<file path="config.mk">
export PLATFORM = sky130hd
export DESIGN_NAME = alu_sequencer
export DESIGN_NICKNAME = d
export VERILOG_FILES = /design/src/rtl/alu_sequencer.sv
export SDC_FILE = /design/constraint.sdc
export NUM_CORES = 1
export LEC_CHECK = 0
export BUFFER_PORTS_ARGS = -buffer_cell sky130_fd_sc_hd__clkbuf_2
export CAP_MARGIN = 20
export CORE_ASPECT_RATIO = 0.9
export CORE_UTILIZATION = 40
export DETAILED_ROUTE_END_ITERATION = 16
export PLACE_DENSITY = 0.7
export SYNTH_ARGS = -nofsm -noshare
export SYNTH_HDL_FRONTEND = slang
export SYNTH_SLANG_ARGS = --single-unit
</file>
<file path="constraint.sdc">
create_clock -name clock -period 5.27 [get_ports clock]
set_clock_uncertainty 0.2 [all_clocks]
set_input_delay 0.2635 -clock clock [delete_from_list [all_inputs] [get_ports clock]]
set_output_delay 0.2635 -clock clock [all_outputs]
set_load 0.02 [all_outputs]
</file>
<file path="src/rtl/alu_sequencer.sv">
// Multi-cycle FETCH/DECODE/EXEC/WB control sequencer for a 32-bit ALU datapath; owns PC and flags F1/F2.
// Optional: define ALU_SEQ_ILLEGAL_TRAP_EN to halt on illegal opcodes and expose the illegal_op output.
module alu_sequencer #(
  parameter int unsigned   AW       = 16,
  parameter logic [AW-1:0] RESET_PC = '0,
  parameter logic [6:0]    HALT_OP  = 7'd127
) (
  input  logic          clock,
  input  logic          reset,
  output logic          imem_req,
  output logic [AW-1:0] imem_addr,
  input  logic          imem_ack,
  input  logic [31:0]   imem_data,
  output logic [4:0]    rf_ra,
  output logic [4:0]    rf_rb,
  output logic [4:0]    rf_rd,
  output logic          rf_we,
  output logic          alu_en,
  output logic [6:0]    alu_op,
  output logic [15:0]   alu_imm,
  output logic          alu_highlow,
  input  logic          alu_flag,
  input  logic [AW-1:0] branch_target,
  output logic          flag1,
  output logic          flag2,
  output logic [AW-1:0] pc,
  output logic          halted
`ifdef ALU_SEQ_ILLEGAL_TRAP_EN
  ,
  output logic          illegal_op
`endif
);

  typedef enum logic [2:0] {
    S_FETCH,
    S_DECODE,
    S_EXEC,
    S_WB,
    S_HALT
  } state_e;

  typedef enum logic [2:0] {
    C_ALU,
    C_FLAG,
    C_BRANCH,
    C_HALT,
    C_ILLEGAL
  } op_class_e;

  // HALT_OP is tested first so a parameter override can never be shadowed by another class.
  function automatic op_class_e classify(input logic [6:0] op);
    if (op == HALT_OP)     return C_HALT;
    else if (op <= 7'd7)   return C_ALU;
    else if (op <= 7'd13)  return C_FLAG;
    else if (op == 7'd14)  return C_BRANCH;
    else                   return C_ILLEGAL;
  endfunction

  state_e        state_q, state_d;
  logic [AW-1:0] pc_q, pc_d;
  logic [31:0]   ir_q, ir_d;
  logic          flag1_q, flag1_d;
  logic          flag2_q, flag2_d;
  logic          flag_smp_q, flag_smp_d;
`ifdef ALU_SEQ_ILLEGAL_TRAP_EN
  logic          illegal_q, illegal_d;
`endif
  op_class_e     op_class;

  assign op_class = classify(ir_q[31:25]);

  // Decoded fields come straight from the instruction register, so they are
  // valid from DECODE and hold until the next fetch is acknowledged.
  assign alu_op      = ir_q[31:25];
  assign rf_rd       = ir_q[24:20];
  assign rf_ra       = ir_q[19:15];
  assign rf_rb       = ir_q[14:10];
  assign alu_imm     = ir_q[15:0];
  assign alu_highlow = (ir_q[31:25] == 7'd6);

  assign imem_addr = pc_q;
  assign pc        = pc_q;
  assign flag1     = flag1_q;
  assign flag2     = flag2_q;
  assign halted    = (state_q == S_HALT);
`ifdef ALU_SEQ_ILLEGAL_TRAP_EN
  assign illegal_op = illegal_q;
`endif

  always_comb begin
    // NOTE: every signal written here gets a default first, so no path leaves
    // one unassigned and no latch can be inferred.
    state_d    = state_q;
    pc_d       = pc_q;
    ir_d       = ir_q;
    flag1_d    = flag1_q;
    flag2_d    = flag2_q;
    flag_smp_d = flag_smp_q;
`ifdef ALU_SEQ_ILLEGAL_TRAP_EN
    illegal_d  = illegal_q;
`endif
    imem_req   = 1'b0;
    alu_en     = 1'b0;
    rf_we      = 1'b0;

    unique case (state_q)
      S_FETCH: begin
        imem_req = 1'b1;
        if (imem_ack) begin
          ir_d    = imem_data;
          state_d = S_DECODE;
        end
      end

      S_DECODE: begin
        if (op_class == C_HALT) begin
          state_d = S_HALT;
        end
`ifdef ALU_SEQ_ILLEGAL_TRAP_EN
        else if (op_class == C_ILLEGAL) begin
          state_d   = S_HALT;
          illegal_d = 1'b1;
        end
`endif
        else begin
          state_d = S_EXEC;
        end
      end

      S_EXEC: begin
        alu_en     = (op_class != C_ILLEGAL);
        flag_smp_d = alu_flag;
        state_d    = S_WB;
      end

      S_WB: begin
        rf_we = (op_class == C_ALU);
        if (op_class == C_FLAG) begin
          flag2_d = flag1_q;
          flag1_d = flag_smp_q;
        end
        if (op_class == C_BRANCH && flag1_q) pc_d = branch_target;
        else                                 pc_d = pc_q + AW'(1);
        state_d = S_FETCH;
      end

      S_HALT: begin
        state_d = S_HALT;
      end

      default: begin
        state_d = S_FETCH;
      end
    endcase
  end

  always_ff @(posedge clock) begin
    // NOTE: state registers use non-blocking assignment so every flop samples
    // the pre-edge values regardless of statement order.
    if (reset) begin
      state_q    <= S_FETCH;
      pc_q       <= RESET_PC;
      ir_q       <= '0;
      flag1_q    <= 1'b0;
      flag2_q    <= 1'b0;
      flag_smp_q <= 1'b0;
`ifdef ALU_SEQ_ILLEGAL_TRAP_EN
      illegal_q  <= 1'b0;
`endif
    end else begin
      state_q    <= state_d;
      pc_q       <= pc_d;
      ir_q       <= ir_d;
      flag1_q    <= flag1_d;
      flag2_q    <= flag2_d;
      flag_smp_q <= flag_smp_d;
`ifdef ALU_SEQ_ILLEGAL_TRAP_EN
      illegal_q  <= illegal_d;
`endif
    end
  end

  // Strobes are decoded from mutually exclusive states; these guard that structure.
  a_strobe_exclusive: assert property (@(posedge clock) !(rf_we && alu_en));
  a_halt_quiet: assert property (@(posedge clock) halted |-> !(rf_we || alu_en || imem_req));

endmodule

</file>
## Yosys cells after proc, flatten, opt, wreduce, memory -nomap -nowiden

Cells that the tools add are included.

- Reduce and logical (&&, ||, !) cells: 5
- Add/sub/neg operators: 1
- Shifts and indexed selects: 0
- Magnitude comparators: 2
- Multiplexer cells: 11
- Bitwise logic cells: 0
- $mul: 0
- Divide/modulo/power cells: 0
- Equality and inequality tests: 12

Operators with widths:

| cell | number |
|---|---|
| $mux W3 | 6 |
| $add A16 B1 Y16 const B | 1 |
| $mux W16 | 1 |
| $eq A3 B2 Y1 const B | 4 |
| $pmux W3 S4 | 1 |
| $eq A7 B3 Y1 const B | 1 |
| $eq A7 B4 Y1 const B | 1 |
| $eq A7 B7 Y1 const B | 1 |
| $le A7 B3 Y1 const B | 1 |
| $le A7 B4 Y1 const B | 1 |
| $eq A3 B1 Y1 const B | 2 |
| $logic_not A3 Y1 | 2 |
| $reduce_and A2 Y1 | 2 |
| $eq A3 B3 Y1 const B | 1 |
| $mux W1 | 3 |
| $ne A3 B3 Y1 const B | 1 |
| $ne A2 B2 Y1 const B | 1 |
| $logic_and A1 B1 Y1 | 1 |

- Logic and storage cells: 37
- Input port bits: 52
- Register bits: 54
- Bits in writable memories: 0
- ROM bits: 0
- Latch bits: 0
- Output and inout bits: 77
- Memories: 0

## Longest topological paths before layout

Gate-level depths: netlist of the first run.

- Word-level depth: 8
- Depth in mapped cells: 7
- Gate-level depth less buffers: 5

## Least setup slack after synthesis of the first run

OpenSTA, ideal clock, no wires.

- Kind: reg-to-reg
- Start point: register pc_q[0], in the netlist imem_addr[0]
- End point: register pc_q[14], in the netlist imem_addr[14]
- Clock period less this slack: 2.224 ns
- Buffers on the path: 0
- Stages on the path, launching flop included: 6
- Data arrival time: 1.950 ns
- Data required time: 4.996 ns
- Library setup time: 0.074 ns
- Setup slack: 3.046 ns
- Cells stage by stage: dfxtp_1 ha_1 nand3_1 or4_1 or4_1 a31oi_1

- Longest elaborated chain between the ends: 2

RTL lines:

| item | line | text |
|---|---|---|
| from (decl) | 60 | `logic [AW-1:0] pc_q, pc_d;` |
| from (signal assigned) | 172 | `pc_q <= pc_d;` |
| $add A16 B1 Y16 | 143 | `else pc_d = pc_q + AW'(1);` |
| $mux W16 | 142 | `if (op_class == C_BRANCH && flag1_q) pc_d = branch_target;` |

Every way passes these cells.
A chain may end at the register's enable or synchronous reset.

## Final worst setup path of the first run

- Start point: register state_q[1]
- End point: output rf_we

- Longest elaborated chain between the ends: 2

RTL lines:

| item | line | text |
|---|---|---|
| from (decl) | 59 | `state_e state_q, state_d;` |
| from (signal assigned) | 171 | `state_q <= state_d;` |
| $eq A3 B2 Y1 | 106 | `unique case (state_q)` |
| $mux W1 | 106 |  |
| to (decl) | 17 | `output logic rf_we,` |

Every way passes these cells.

==> results.md, run 1 <==
- Status: completed
- # IOs: between 100 and 150
- Routed wl met3: approximately 610 um
- Initial antenna violation count: 0
- Die width: 89.8 um
- RR Endpoint: imem_addr[14]
- Vias in the first global route: 2663
- Worst R2R Start: imem_addr[0]
- WHS Endpoint: flag_smp_q
- Row count: 28
- Power per cell area: ~250 nW/um2
- Placed cell count: 530
- Die height: 81.0 um
- YS warnings: 0
- Final worst setup slack: 2.69 ns
- Worst skew pair latency: 0.31 ns
- Number of DRC markers in iteration 0: between 150 and 200
- Crit path max fanout: 21
- Port Buffers: 128
- Final RePlAce weighted congestion: between 0.8 and 0.9
- Antenna diode count: 0
- Average size of a mapped cell: between 7 and 8 um2
- CORE AREA: between 6000 and 7000 um2
- Worst slew pin tran: approximately 1.1 ns
- Fraction of layout cells with a size suffix above 1: 0.299
- CTS sink count: 54
- CTS HTree Levels: 2
- Fin Setup TNS: 0 ns
- Via count: 3028
- Metal-1 WL: between 3000 and 4000 um
- WP data arrival: ~2.1 ns
- Achievable Freq: 388 MHz
- Total power: roughly 0.00093 W
- Post-synthesis register bit count: 54
- DR DRC count: 0
- Largest net degree at the start of global routing: 56
- Routed WL per cell: 13.9 um
- Post-DP HPWL: just over 5000 um
- CTS tree: yes
- Min-delay src: alu_flag
- Syn Inst Count: 360
- Commonest non-fill, non-tap cell in the layout: clkbuf_2
- Critical path data required time: 4.81 ns
- Top Layer Used: met4
- Worst Setup Path Type: reg -> out
- Crit start category: flip-flop
- Unrepaired setup endpoints after global routing: false
- Hold depth: 3
- Drt first pass iters: 4
- Post-route ant nets: 0
- Core Util, Final: 0.560
- CTS buffer count: 5
- Net Count, Synth: approximately 410
- Clock Tree Root: clkbuf_8
- Yosys cell types: between 40 and 50
- GRT Total Usage: 0.218
- First-pass GRT wire length: 12700 um
- DIE AREA: 7270 um2
- Initial Util: 0.419
- Max-slew violation count: 0
- Mapped Area: approximately 2800 um2
- Peak supply drop: 0.170 mV
- Async SR Flop Fraction: 0
- Vias per cell: between 5 and 6
- Max-Cap Viols: 0
- Worst Hold Class: in -> reg
- Post-cts resize count: 0
- Final WL: 7970 um
- Cell Count, Final, Fillers Out: 572
- Top FF cell, synth: dfxtp_1
- Register area: 1080 um2
- CP Capture Type: primary output
- Setup violators final: 0
- Post-Place Worst Slack: around 3.0 ns
- Slew margin rel.: 0.293
- Fin. Hold Viols: 0
- Multi-input gate area: approximately 1400 um2
- Fillers: 627
- Leak: about 1.6 nW
- Post-CTS Setup Bufs: 0
- Clock Path Buffers: 2
- Final cycle utilization of the critical path: 0.489
- Grt ovf: 0
- Max incr delay on CP: 0.64 ns
- Reg2reg setup slack: approximately 2.9 ns
- Crit path max-delay cell type: nand3b_1
- Synth-to-layout area growth: 33.7%
- Highest-count cells in the layout ignoring fill and taps: clkbuf_2, nand2_1, dfxtp_1
- # hold bufs at CTS: 33
- DR WL met2: around 3800 um
- Number of synthesized flops with an enable pin: 0
- Critical-path cell list: nand3b_1 -> nor3_1 -> clkbuf_2
- Clk pin slew, worst setup/hold paths: 0.09 ns
- Post-layout min period: approximately 2.6 ns
- Sequential-to-total area share from yosys stat: 0.390
- R2R depth: 5
- Final nets: roughly 530
## stage by stage
stage	area (um2)	hold WS, ns
global route	3710	0.0315
global placement	3230	0.241
floorplan	2770	0.200
finish	3710	0.0223
CTS	3680	0.0173
detailed placement	3230	0.249
## worst max path at each step
stage            startpoint             to  slack (ns)  cells after the start
2_1_floorplan  imem_addr[0]  imem_addr[14]        3.05                      5
3_3_place_gp       ir_q[28]   imem_addr[6]        3.00                      4
3_5_place_dp   imem_addr[1]  imem_addr[14]        2.98                      5
4_1_cts          state_q[1]          rf_we        2.74                      3
5_1_grt          state_q[1]          rf_we        2.53                      3
6_report         state_q[1]          rf_we        2.69                      3
## cell usage after synthesis, drive strengths merged, types with 3 or more instances
master | count | area (um2)
mux2i | 4 | 40.0
nand2 | 86 | 323
a211oi | 5 | 37.5
nor2 | 13 | 48.8
nand3b | 4 | 30.0
clkbuf | 16 | 60.1
o32ai | 4 | 35.0
buf | 33 | 241
or4 | 3 | 22.5
a311oi | 3 | 26.3
nand3 | 11 | 60.1
inv | 7 | 26.3
a21oi | 43 | 215
a2bb2oi | 4 | 35.0
nand4 | 5 | 37.5
a22oi | 3 | 22.5
and4 | 5 | 43.8
nand4b | 3 | 26.3
dfxtp | 54 | 1080
o21ai | 7 | 35.0
nor3 | 5 | 25.0
and3 | 5 | 31.3
a31oi | 11 | 68.8
nand2b | 3 | 18.8
and2 | 3 | 18.8
nor4 | 4 | 25.0
## worst max-delay path: cells and delay by family (launching register included)
kind | cells | cell delay (ns)
buf+inv | 1 | 0.23
flops | 1 | 0.49
simple gates | 2 | 1.08
## routing by layer
metal  up-vias  track usage
met3        20       0.0571
met2       140        0.377
met5         -            0
met1      1381        0.261
met4         0       0.0885
li1       1487            -
## final cells by class
class	count	area share
Clock inverter	3	0.0128
Timing Repair Buffer	163	0.271
Multi-Input combinational cell	250	0.368
Tap cell	90	0.0304
Inverter	7	0.00709
Sequential cell	54	0.292
Clock buffer	5	0.0186
## cells by family (layout without fill, tap and decap cells)
kind of cell	after synthesis	in the layout	synth area share
AO/OA/AOI/OAI	87	87	0.192
adder cells (fa/ha/maj)	1	1	0.00451
buffers and inverters	56	178	0.118
flip-flops	54	54	0.390
multiplexers	4	4	0.0144
AND/OR/NAND/NOR	158	158	0.281
## power breakdown
part	switching, W	leakage (nW)	total (W)	internal, W
sequential	0.0000236	0.441	0.000454	0.000431
combinational	0.000106	1.10	0.000180	0.0000745
clock	0.000146	0.0591	0.000291	0.000145
total	0.000275	1.60	0.000925	0.000650
## state kept, by name (all words and copies together), names as in the netlist
signal,flops
flag2,1
state_q,3
flag_smp_q,1
imem_addr,16
flag1,1
ir_q,32
No activity file was read; power rests on OpenSTA's default activity.
==> inputs of run 2 (changes only) <==
--- a/config.mk
+++ b/config.mk
@@ -5,12 +5,13 @@
 export SDC_FILE = /design/constraint.sdc
 export NUM_CORES = 1
 export LEC_CHECK = 0
+export ABC_AREA = 1
 export BUFFER_PORTS_ARGS = -buffer_cell sky130_fd_sc_hd__clkbuf_2
 export CAP_MARGIN = 20
 export CORE_ASPECT_RATIO = 0.9
 export CORE_UTILIZATION = 40
 export DETAILED_ROUTE_END_ITERATION = 16
-export PLACE_DENSITY = 0.7
+export PLACE_DENSITY = 0.73
 export SYNTH_ARGS = -nofsm -noshare
 export SYNTH_HDL_FRONTEND = slang
 export SYNTH_SLANG_ARGS = --single-unit
==> constraint.sdc (replaced) <==
create_clock -name clock -period 2.1 [get_ports clock]
set_clock_uncertainty 0.2 [all_clocks]
set_input_delay 0.105 -clock clock [delete_from_list [all_inputs] [get_ports clock]]
set_output_delay 0.105 -clock clock [all_outputs]
set_load 0.02 [all_outputs]
==> run 2 against run 1 <==
  * Critical path depth is 4 higher
  * Global-route usage down 0.31 points
  * Critical endpoint unchanged
  * Cell count increased by 14%
  * First-iteration DRC count fell by 33%
  * Critical path type unchanged
  * Synthesized cell count is 14% higher
  * Via count rose by 5.4%
  * Sequential power is 140% higher
  * Register-to-register slack got worse by 2.6 ns
  * Highest routed layer unchanged
  * Hold slack gained 0.036 ns
  * Largest power group unchanged
  * Non-clock buffer count increased by 18
  * Core utilization rose by 2.7 points
==> results.md, run 2 <==
- First-pass GRT wire length: 13000 um (+2.0%)
- Average size of a mapped cell: 6.90 um2 (-10%)
- Largest net degree at the start of global routing: 39 (-30%)
- Worst Setup Path Type: reg -> out
- Post-layout min period: between 1.5 and 2 ns
- Leak: 1.80 nW (+12%)
- Vias per cell: 4.91 (-7.2%)
- Drt first pass iters: 4 (unchanged)
- Final nets: 612 (+15%)
- Commonest non-fill, non-tap cell in the layout: clkbuf_2
- Clock Tree Root: clkbuf_8
- CP delay by family, top: simple AND/OR/NAND/NOR gates
- Worst slew pin tran: 0.512 ns (-0.549 ns)
- Cell depth of the worst setup path: 7 (+4)
- # IOs: 129 (unchanged)
- Slew margin rel.: 0.659 (+0.366)
- Grt ovf: 0 (unchanged)
- Worst Hold Class: in -> reg
- Initial Util: 0.422 (+0.00294)
- Sequential-to-total area share from yosys stat: 0.381 (-0.00877)
- Power per cell area: 574 nW/um2 (+130%)
- Critical path data required time: 1.79 ns (-3.02 ns)
- Critical-path cell list: nand2_1 -> nor3_2 -> nand2_1 -> nand3_1 -> nand2_1 -> nor2_1 -> clkbuf_2
- Synth-to-layout area growth: 39.1%
- Max incr delay on CP: 0.41 ns (-0.23 ns)
- Port Buffers: 128 (unchanged)
- Die width: 90.8 um (+1.1%)
- Mapped Area: 2840 um2 (+2.3%)
- Critical path buffer and inverter count: 1 (unchanged)
- RR Endpoint: imem_addr[14]
- Crit start category: flip-flop
- Status: completed
- Achievable Freq: ~500 MHz
- Final worst setup slack: 0.101 ns (-2.59 ns)
- DIE AREA: 7430 um2 (+2.2%)
- Worst R2R Start: imem_addr[1]
- Fin. Hold Viols: 0 (unchanged)
- Number of synthesized flops with an enable pin: 0 (unchanged)
- Yosys cell types: 30 (-35%)
- Clock Path Buffers: 2 (unchanged)
- CTS buffer count: 5 (unchanged)
- Clk pin slew, worst setup/hold paths: 0.11 ns (+0.02 ns)
- Cell taking the most area after synthesis: dfxtp_1
- Post-Place Worst Slack: 0.335 ns (-2.64 ns)
- Crit path max fanout: 5 (-76%)
- CORE AREA: 6730 um2 (+1.6%)
- Row count: 28 (unchanged)
- Crit path max-delay cell type: dfxtp_1
- Max-slew violation count: 0 (unchanged)
- Largest register FFs: 32 (unchanged)
- CP dominant cell by count: nand2_1
- Fraction of layout cells with a size suffix above 1: 0.273 (-0.0255)
- Net Count, Synth: 464 (+12%)
- Area contributors post-synth: dfxtp_1, nand2_1, nand3_1
- Die height: 81.9 um (+1.1%)
- Final RePlAce weighted congestion: 0.858 (-2.3%)
- YS warnings: 0 (unchanged)
- Worst Setup EP: rf_we
- Vias in the first global route: 2899 (+8.9%)
- Setup violators final: 0 (unchanged)
- Total power: 0.00227 W (+140%)
- CP Capture Type: primary output
- Worst setup path start: ir_q[28]
- Max-Cap Viols: 0 (unchanged)
- Commonest cells in the netlist: nand2_1, dfxtp_1, nand3_1, a21oi_1, inv_1
- CTS tree: yes
- Syn Inst Count: 411 (+14%)
- Post-DP HPWL: 5320 um (+2.6%)
- Post-CTS Setup Bufs: 0 (unchanged)
- Peak supply drop: 0.425 mV (+150%)
- Final WL: 8060 um (+1.1%)
- Count leader, synth: nand2_1
- Yosys top cell area share: 0.381 (-0.00877)
- WP data arrival: 1.69 ns (-0.43 ns)
- Via count: 3192 (+5.4%)
- Post-route ant nets: 0 (unchanged)
- DR DRC count: 0 (unchanged)
- CTS HTree Levels: 2 (unchanged)
- CTS sink count: 54 (unchanged)
- GRT Total Usage: 0.215 (-0.00311)
- Post-synthesis register bit count: 54 (unchanged)
- Worst skew pair latency: 0.31 ns (about the same)
- Initial antenna violation count: 0 (unchanged)
- Antenna diode count: 0 (unchanged)
- Top FF cell, synth: dfxtp_1
- R2R depth: 8 (+3)
- Fillers: 626 (-0.16%)
- Number of DRC markers in iteration 0: 120 (-33%)
- Final cycle utilization of the critical path: 0.952
- Highest-count cells in the layout ignoring fill and taps: clkbuf_2, nand2_1, dfxtp_1
- Routed WL per cell: 12.4 um (-11%)
- Top reg by flops: ir_q
- Reg2reg setup slack: 0.34 ns (-2.59 ns)
- Async SR Flop Fraction: 0 (unchanged)
[run 2: changes by cell type after synthesis, sizes merged, moves of 4 or more]
cell and delta:
inv +33, a31oi -10, nor2 +19, mux2i -4, and3 -5, xnor2 +4, a2bb2oi -4, nand2 +20
o32ai -4, clkbuf -8, and4 -5, nand3 +41
[run 2: worst min-delay path, cell delays in order]
cell and delay [ns]:
clkbuf_2 0.08, inv_1 0.06, nand4_1 0.09, nand2_1 0.06
inv_1 0.04, nand2_1 0.06, a21oi_1 0.05
[run 2: timing repair]
action                     CTS  global route
hold endpoints to repair    46             0
hold buffers                46             0
setup endpoints to repair    0             2
resized for setup            0             1
[run 2: worst min-delay path by stage]
stage / start / endpoint / slack (ns) / cells after the start
detailed placement: alu_flag / flag_smp_q / 0.16 / 3
global placement: alu_flag / flag_smp_q / 0.15 / 3
floorplan: alu_flag / flag_smp_q / 0.05 / 2
CTS: branch_target[15] / imem_addr[15] / 0.06 / 7
finish: branch_target[15] / imem_addr[15] / 0.06 / 7
global route: reset / flag2 / 0.12 / 2
[run 2: metrics by stage]
step                instance area [um2]   TNS, ns   util  hold slack [ns]  instances
floorplan                          2840         0      -           0.0523        411
global placement                   3370         0  0.501            0.146        596
detailed placement                 3370         0  0.501            0.163        596
CTS                                3940         0  0.586           0.0559        650
global route                       3950  -0.00821  0.586            0.122        650
finish                             3950         0  0.586           0.0580        650
[run 2: area by class of cell]
cell class	instances	area, um2	area share
tap	90	113	0.0285
timing repair buffer	181	1150	0.292
multi-input combinational	277	1340	0.339
sequential	54	1080	0.274
clock inverter	3	40.0	0.0101
clock buffer	5	68.8	0.0174
inverter	40	153	0.0387
[run 2: power by group]
group	switching (W)	total [W]	internal [W]	leakage, nW
combinational	0.000266	0.000454	0.000187	1.30
clock	0.000352	0.000704	0.000352	0.0579
sequential	0.0000342	0.00111	0.00107	0.441
total	0.000653	0.00227	0.00161	1.80
[run 2: routing by layer]
layer  vias to the layer above  wire, um  track usage
met5                         -         0            0
met3                        10       592       0.0528
met2                       122      3950        0.395
met4                         0        82       0.0548
li1                       1608         -            -
met1                      1452      3440        0.253
[run 2: logic make-up after synthesis]
family / after synthesis / synth area share
simple gates: 205 / 0.321
buf+inv: 80 / 0.150
compound gates: 64 / 0.122
flops: 54 / 0.381
xor+xnor: 7 / 0.0216
fa+ha+maj: 1 / 0.00441
